$ cat src/rtl/fifo_fwft_out_if.sv
// Output stream of the FWFT read stage: one word per rising edge where
// m_valid && m_ready; m_valid/m_data stay stable while m_valid && !m_ready.
interface fifo_fwft_out_if #(
    parameter int DATA_WIDTH = 8
);
    logic [DATA_WIDTH-1:0] m_data;
    logic                  m_valid;
    logic                  m_ready;

    modport master (
        output m_data,
        output m_valid,
        input  m_ready
    );

    modport slave (
        input  m_data,
        input  m_valid,
        output m_ready
    );
endinterface

$ cat src/rtl/fifo_fwft_out.sv
// Read-side first-word-fall-through stage: turns rd_en/empty/next-cycle RAM data
// into a valid/ready stream through a two-entry head+skid buffer.
module fifo_fwft_out #(
    parameter int DATA_WIDTH = 8
) (
    input  logic                  rd_clk,
    input  logic                  rd_rst_n,
    input  logic                  fifo_empty,
    output logic                  fifo_rd_en,
    input  logic [DATA_WIDTH-1:0] fifo_dout,
    fifo_fwft_out_if.master       m_if,
    output logic [1:0]            buf_cnt
);
    logic                  en_q;
    logic                  inflight;
    logic                  head_valid;
    logic                  skid_valid;
    logic [DATA_WIDTH-1:0] head_data;
    logic [DATA_WIDTH-1:0] skid_data;
    logic                  pop;
    logic [2:0]            occ_next;

    assign pop          = head_valid && m_if.m_ready;
    assign buf_cnt      = {1'b0, head_valid} + {1'b0, skid_valid};
    assign m_if.m_valid = head_valid;
    assign m_if.m_data  = head_data;

    // Occupancy once the in-flight word lands and this cycle's pop leaves;
    // a new read is only allowed if its word will still find a free slot.
    assign occ_next   = {1'b0, buf_cnt} + {2'b00, inflight} - {2'b00, pop};
    assign fifo_rd_en = en_q && !fifo_empty && (occ_next <= 3'd1);

    always_ff @(posedge rd_clk or negedge rd_rst_n) begin
        if (!rd_rst_n) begin
            en_q     <= 1'b0;
            inflight <= 1'b0;
        end else begin
            en_q     <= 1'b1;
            inflight <= fifo_rd_en;
        end
    end

    always_ff @(posedge rd_clk or negedge rd_rst_n) begin
        if (!rd_rst_n) begin
            head_valid <= 1'b0;
            head_data  <= '0;
            skid_valid <= 1'b0;
            skid_data  <= '0;
        end else if (pop && !inflight) begin
            if (skid_valid) begin
                head_data  <= skid_data;
                skid_valid <= 1'b0;
            end else begin
                head_valid <= 1'b0;
            end
        end else if (inflight && !pop) begin
            if (!head_valid) begin
                head_data  <= fifo_dout;
                head_valid <= 1'b1;
            end else begin
                skid_data  <= fifo_dout;
                skid_valid <= 1'b1;
            end
        end else if (inflight && pop) begin
            // Buffer level is unchanged; the arriving word queues behind the skid word.
            if (skid_valid) begin
                head_data <= skid_data;
                skid_data <= fifo_dout;
            end else begin
                head_data <= fifo_dout;
            end
        end
    end
endmodule

$ cat src/flat_wrapper.sv
// flat-port wrapper written by rule: the top's interface ports become plain ports
module fifo_fwft_out_flat 
#(
    parameter int DATA_WIDTH = 8
)
  (rd_clk, rd_rst_n, fifo_empty, fifo_rd_en, fifo_dout, buf_cnt, m_if_m_data, m_if_m_valid, m_if_m_ready);
  fifo_fwft_out_if #(.DATA_WIDTH(DATA_WIDTH)) m_if_i ();
  input  logic rd_clk;
  input  logic rd_rst_n;
  input  logic fifo_empty;
  output logic fifo_rd_en;
  input  logic [DATA_WIDTH-1:0] fifo_dout;
  output logic [1:0] buf_cnt;
  output wire logic [$bits(m_if_i.m_data)-1:0] m_if_m_data;
  output wire logic [$bits(m_if_i.m_valid)-1:0] m_if_m_valid;
  input wire logic [$bits(m_if_i.m_ready)-1:0] m_if_m_ready;
  assign m_if_m_data = m_if_i.m_data;
  assign m_if_m_valid = m_if_i.m_valid;
  assign m_if_i.m_ready = m_if_m_ready;
  fifo_fwft_out #(.DATA_WIDTH(DATA_WIDTH)) u_core (.rd_clk(rd_clk), .rd_rst_n(rd_rst_n), .fifo_empty(fifo_empty), .fifo_rd_en(fifo_rd_en), .fifo_dout(fifo_dout), .m_if(m_if_i), .buf_cnt(buf_cnt));
endmodule
$ cat config.mk
export PLATFORM = sky130hd
export DESIGN_NAME = fifo_fwft_out_flat
export DESIGN_NICKNAME = d
export VERILOG_FILES = /design/src/rtl/fifo_fwft_out_if.sv /design/src/rtl/fifo_fwft_out.sv /design/src/flat_wrapper.sv
export SDC_FILE = /design/constraint.sdc
export NUM_CORES = 1
export LEC_CHECK = 0
export CELL_PAD_IN_SITES_DETAIL_PLACEMENT = 0
export CELL_PAD_IN_SITES_GLOBAL_PLACEMENT = 1
export CORE_UTILIZATION = 31
export DETAILED_ROUTE_END_ITERATION = 10
export PLACE_DENSITY = 0.7
export RECOVER_POWER = 100
export SETUP_SLACK_MARGIN = 0.02
export SLEW_MARGIN = 20
export SYNTH_ARGS = -nofsm -noshare
export SYNTH_HDL_FRONTEND = slang
export SYNTH_SLANG_ARGS = --single-unit
export TNS_END_PERCENT = 1
$ cat constraint.sdc
create_clock -name rd_clk -period 2.3 [get_ports rd_clk]
set_clock_uncertainty 0.1 [all_clocks]
set_input_delay 0.46 -clock rd_clk [delete_from_list [all_inputs] [get_ports rd_clk]]
set_output_delay 0.46 -clock rd_clk [all_outputs]
set_load 0.02 [all_outputs]
# Word-level counts from Yosys, hierarchy flattened
# Index checks and enable logic that the tools add are counted.
# word_totals
in_bits,12
word_cells,49
ff_bits,20
output_inout_bits,12
# classes
add_sub_neg,3
n_reduce_logical,18
bitwise_logic,1
n_mux,16
n_eq_ne,4
magnitude_cmp,1
# op_table
operator,n
$mux 8,10
$reduce_bool 2->1,4
$logic_and 1x1->1,6
$mux 1,6
$ne 2x1->1 const B,2
$reduce_and 2->1,2
$reduce_and 4->1,1
$add 2x1->3,1
$le 3x1->1 const B,1
$logic_not 1->1,3
$ne 3x3->1 const B,1
$reduce_and 3->1,1
$reduce_bool 3->1,1
$sub 3x1->3,1
$add 1x1->2,1
$ne 2x2->1 const B,1
$not 1->1,1

# Depth between registers and ports, before layout
# depth
ltp_word,5
depth_mapped,8
ltp_nobuf,7

# Least setup slack after synthesis
# OpenSTA, ideal clock, no wires.
# synth_timing
path_kind,flip-flop to output port
startpoint,register u_core.head_valid (netlist: u_core.m_if.m_valid)
endpoint,output fifo_rd_en
required_ps,1740
t_arrival_ps,2223
path_buffers,0
slack_ps,-483
path_stages_with_launch,8
path_cell_list,dfrtp_1 > ha_1 > nand3b_1 > nand2_1 > ha_1 > xor2_1 > xnor2_1 > nor3b_1
# synth_between
elab_chain_len,5
elab_cells_between_ends,6
cone_classes,3 x add/sub; 1 x order compare; 2 x reduce/logical
# synth_rtl
element,line_no,rtl
from (decl),fifo_fwft_out.sv:16,logic head_valid;
from (signal assigned),fifo_fwft_out.sv:45,head_valid <= 1'b0;
from (signal assigned),fifo_fwft_out.sv:54,head_valid <= 1'b0;
from (signal assigned),fifo_fwft_out.sv:59,head_valid <= 1'b1;
$add 1x1->2,fifo_fwft_out.sv:24,"assign buf_cnt = {1'b0, head_valid} + {1'b0, skid_valid};"
named net buf_cnt[0],flat_wrapper.sv:13,output logic [1:0] buf_cnt;
$add 2x1->3,fifo_fwft_out.sv:30,"assign occ_next = {1'b0, buf_cnt} + {2'b00, inflight} - {2'b00, pop};"
$sub 3x1->3,fifo_fwft_out.sv:30,
$le 3x1->1,fifo_fwft_out.sv:31,assign fifo_rd_en = en_q && !fifo_empty && (occ_next <= 3'd1);
$logic_and 1x1->1,fifo_fwft_out.sv:31,
to (decl),flat_wrapper.sv:11,output logic fifo_rd_en;
# The timed path passes the listed nets, and every way through them passes these cells.

# Worst setup path after layout
# layout_timing
startpoint,register u_core.skid_valid
endpoint,output fifo_rd_en
# layout_between
elab_chain_len,5
# layout_rtl
element,line_no,rtl
from (decl),fifo_fwft_out.sv:17,logic skid_valid;
from (signal assigned),fifo_fwft_out.sv:47,skid_valid <= 1'b0;
from (signal assigned),fifo_fwft_out.sv:52,skid_valid <= 1'b0;
from (signal assigned),fifo_fwft_out.sv:62,skid_valid <= 1'b1;
$add 1x1->2,fifo_fwft_out.sv:24,
$add 2x1->3,fifo_fwft_out.sv:30,
$sub 3x1->3,fifo_fwft_out.sv:30,
$le 3x1->1,fifo_fwft_out.sv:31,
$logic_and 1x1->1,fifo_fwft_out.sv:31,
# Every way passes these cells.

==> impl_results.md <==
* Status: finished, violations left
* Failing checks: DRC, setup timing
* Area after DPL at 1290 um^2
* Final period utilization at 1.14
* Layout filler cell count at 268
* Placed Cells at 139
* Initial Util at 0.331
* Crit path DAT at 2.06 ns
* Fraction of the mapped netlist area in adder cells at 0.0269
* DRT iter0 DRCs at 21
* Area leader, netlist: dfrtp_1
* CP Class: register to output port
* Simple-gate share of the synthesized area at 0.128
* Reg clk slew, reported paths at 0.12 ns
* Worst EP required at 1.74 ns
* CTS Root Cell: clkbuf_4
* Synth Area in XOR/XNOR at 0.0188
* Worst hold slack at 0.411 ns
* Final WL at 1960 um
* Insertion delay to the later sink of the worst-skew pair at 0.30 ns
* Placer Congestion at 0.765
* TNS Setup at -0.320 ns
* Final-stage net count at 129
* Synthesis-stage register bit count at 20
* Largest cells by area after synthesis: dfrtp_1 54%, mux2_2 9.7%, o221a_2 7.3%
* Critical Path End Type: output port
* Gr ovfl total at 0
* Antenna Cells at 0
* Multiplexer area fraction after synthesis at 0.0969
* Net count after synthesis at 90
* Main combinational cell family by area after synthesis: compound AO/OA/AOI/OAI gates
* TritonRoute pass-1 iters at 7
* Pwr/cell area at 1450 nW/um^2
* Compound-Gate Fraction of Synth Area at 0.160
* Finished Layout Cells at 145
* Vias in the first global route at 784
* Die W at 56.8 um
* Clock buffer depth at 2
* Crit-path max FO at 3
* Maximum vdd drop at 0.546 mV
* Layout cells sized above 1 at 0.386
* PortBufs at 23
* Antenna Violating Nets Remaining at 0
* Synth cell types at 25
* Final core utilization at 0.486
* Hold_buf cts at 0
* Gate Count Post-Synth at 76
* Post-DP HPWL at 1390 um
* Min Tclk post-route at 2.62 ns
* Site Rows at 19
* Initial antenna violation count at 0
* FF/Latch Area at 502 um^2
* Vias per cell at 4.98
* Syn_area_per_cell at 12.2 um^2
* Final hold vios at 0
* Number of top-level pins at 24
* Via count at 722
* RSZ-0062 raised after global routing: true
* Area occupied by multi-input gates at 437 um^2
* Routed WL per cell at 13.5 um
* Clock net sink count at 20
* Relative slew slack at 0.281
* Worst Tran Pin Value at 1.08 ns
* Clock tree from TritonCTS: built
* Largest net degree at the start of global routing at 21
* GRT Total Usage at 0.143
* Post-synthesis sequential area ratio at 0.538
* Total core area at 2810 um^2
* Num CTS Buffers at 3
* EDFF count, synth at 0
* Yosys top cell area share at 0.538
* Top_reg_cell synth: dfrtp_1
* Area of the mapped netlist at 930 um^2
* Max-slew violations at 0
* Final WS setup at -0.320 ns
* Final instance area at 1360 um^2
* Yosys Warn Count at 0
* First-pass GRT wire length at 3530 um
* Final setup viols at 1
* Die area at 3220 um^2
* Max Cap Viol at 0
* Fmax at 382 MHz
* Chip height at 56.8 um
* Area growth from synthesis to final layout at 46.6%
* Post-route DRC at 4
* Fraction of registers with async set/reset at 1.00
* H-tree depth at 1
* Setup crit start kind: register
* Leakage Power at 0.000570 uW
* HP Class: register to register
[stage by stage]
stage / power [uW] / worst slack, ns
final: 1980 / -0.320
after global routing: 2130 / -0.459
after CTS: 1970 / -0.313
after detailed placement: 1670 / -0.707
after global placement: 1640 / -0.643
after floorplan: 1260 / -0.0948
[layout make-up]
class,instances,share of cell area
Multi-Input combinational cell,50,0.320
Tap cell,31,0.0285
Inverter,4,0.0110
Clock buffer,3,0.0165
Clock inverter,1,0.0220
Timing Repair Buffer,36,0.233
Sequential cell,20,0.368
[cells in the mapped netlist, drive strengths merged (2+ instances only)]
cell,count
o21ai,7
nand3b,2
nand2,4
or2,6
dfrtp,20
o221a,6
ha,2
mux2,8
a222oi,2
o22ai,2
inv,4
buf,2
[final timing paths]
check | startpoint | slack [ns] | endpoint | cells past startpoint
setup / recovery | u_core.skid_valid | -0.32 | fifo_rd_en | 8
hold / removal | u_core.skid_data[6] | 0.41 | u_core.skid_data[6] | 1
setup reg to reg | u_core.skid_valid | 0.35 | u_core.inflight | 9
hold reg to reg | u_core.skid_data[6] | 0.41 | u_core.skid_data[6] | 1
max in group asynchronous | rd_rst_n | 0.63 | u_core.m_if.m_valid | 2
min in group asynchronous | rd_rst_n | 0.76 | u_core.skid_valid | 2
[cells in the final DEF, fill, tap and decap left out, types with 3 or more instances in the layout]
cell type | synthesis | routed
o221a_2 | 6 | 6
nand2_1 | 4 | 4
dfrtp_1 | 20 | 19
or2_2 | 6 | 6
inv_1 | 3 | 3
o21ai_0 | 6 | 6
clkbuf_4 | 0 | 3
buf_4 | 0 | 12
clkdlybuf4s50_1 | 0 | 21
mux2_2 | 8 | 8
[what timing repair did]
| item | 4_1_cts | 5_1_grt |
|---|---|---|
| endpoints found under the setup margin | 1 | 1 |
| buffers inserted | 1 | 1 |
| pin swaps | 1 | 1 |
| resized for setup | 5 | 2 |
[cell families after synthesis]
family | Yosys count
buffers and inverters | 6
AND/OR/NAND/NOR | 18
other | 1
adder cells (fa/ha/maj) | 2
XOR/XNOR | 2
multiplexers | 8
flip-flops | 20
AO/OA/AOI/OAI | 19
[power breakdown]
| group | internal (uW) | switching (uW) |
|---|---|---|
| Clock | 176 | 108 |
| Sequential | 520 | 97.8 |
| Combinational | 583 | 494 |
[metal layers]
| layer | global-route usage | part of all wire |
|---|---|---|
| met1 | 0.191 | 0.48 |
| met2 | 0.224 | 0.46 |
| met3 | 0.0346 | 0.054 |
| met4 | 0.0523 | 0 |
| met5 | 0 | 0 |
[sequential cells by signal, summed over array words and instances (netlist names)]
signal	cells
u_core.m_if.m_data	8
u_core.skid_data	8
u_core.skid_valid	1
u_core.m_if.m_valid	1
u_core.en_q	1
u_core.inflight	1
[worst max-delay path, stage by stage (launching register included)]
cell and delay [ns]:
dfrtp_1 0.43, ha_4 0.26, nand3b_1 0.17, nand2_1 0.08
ha_2 0.19, xor2_2 0.17, xnor2_2 0.09, nor3b_2 0.21
buf_4 0.17
No activity file was read; power rests on OpenSTA's default activity.
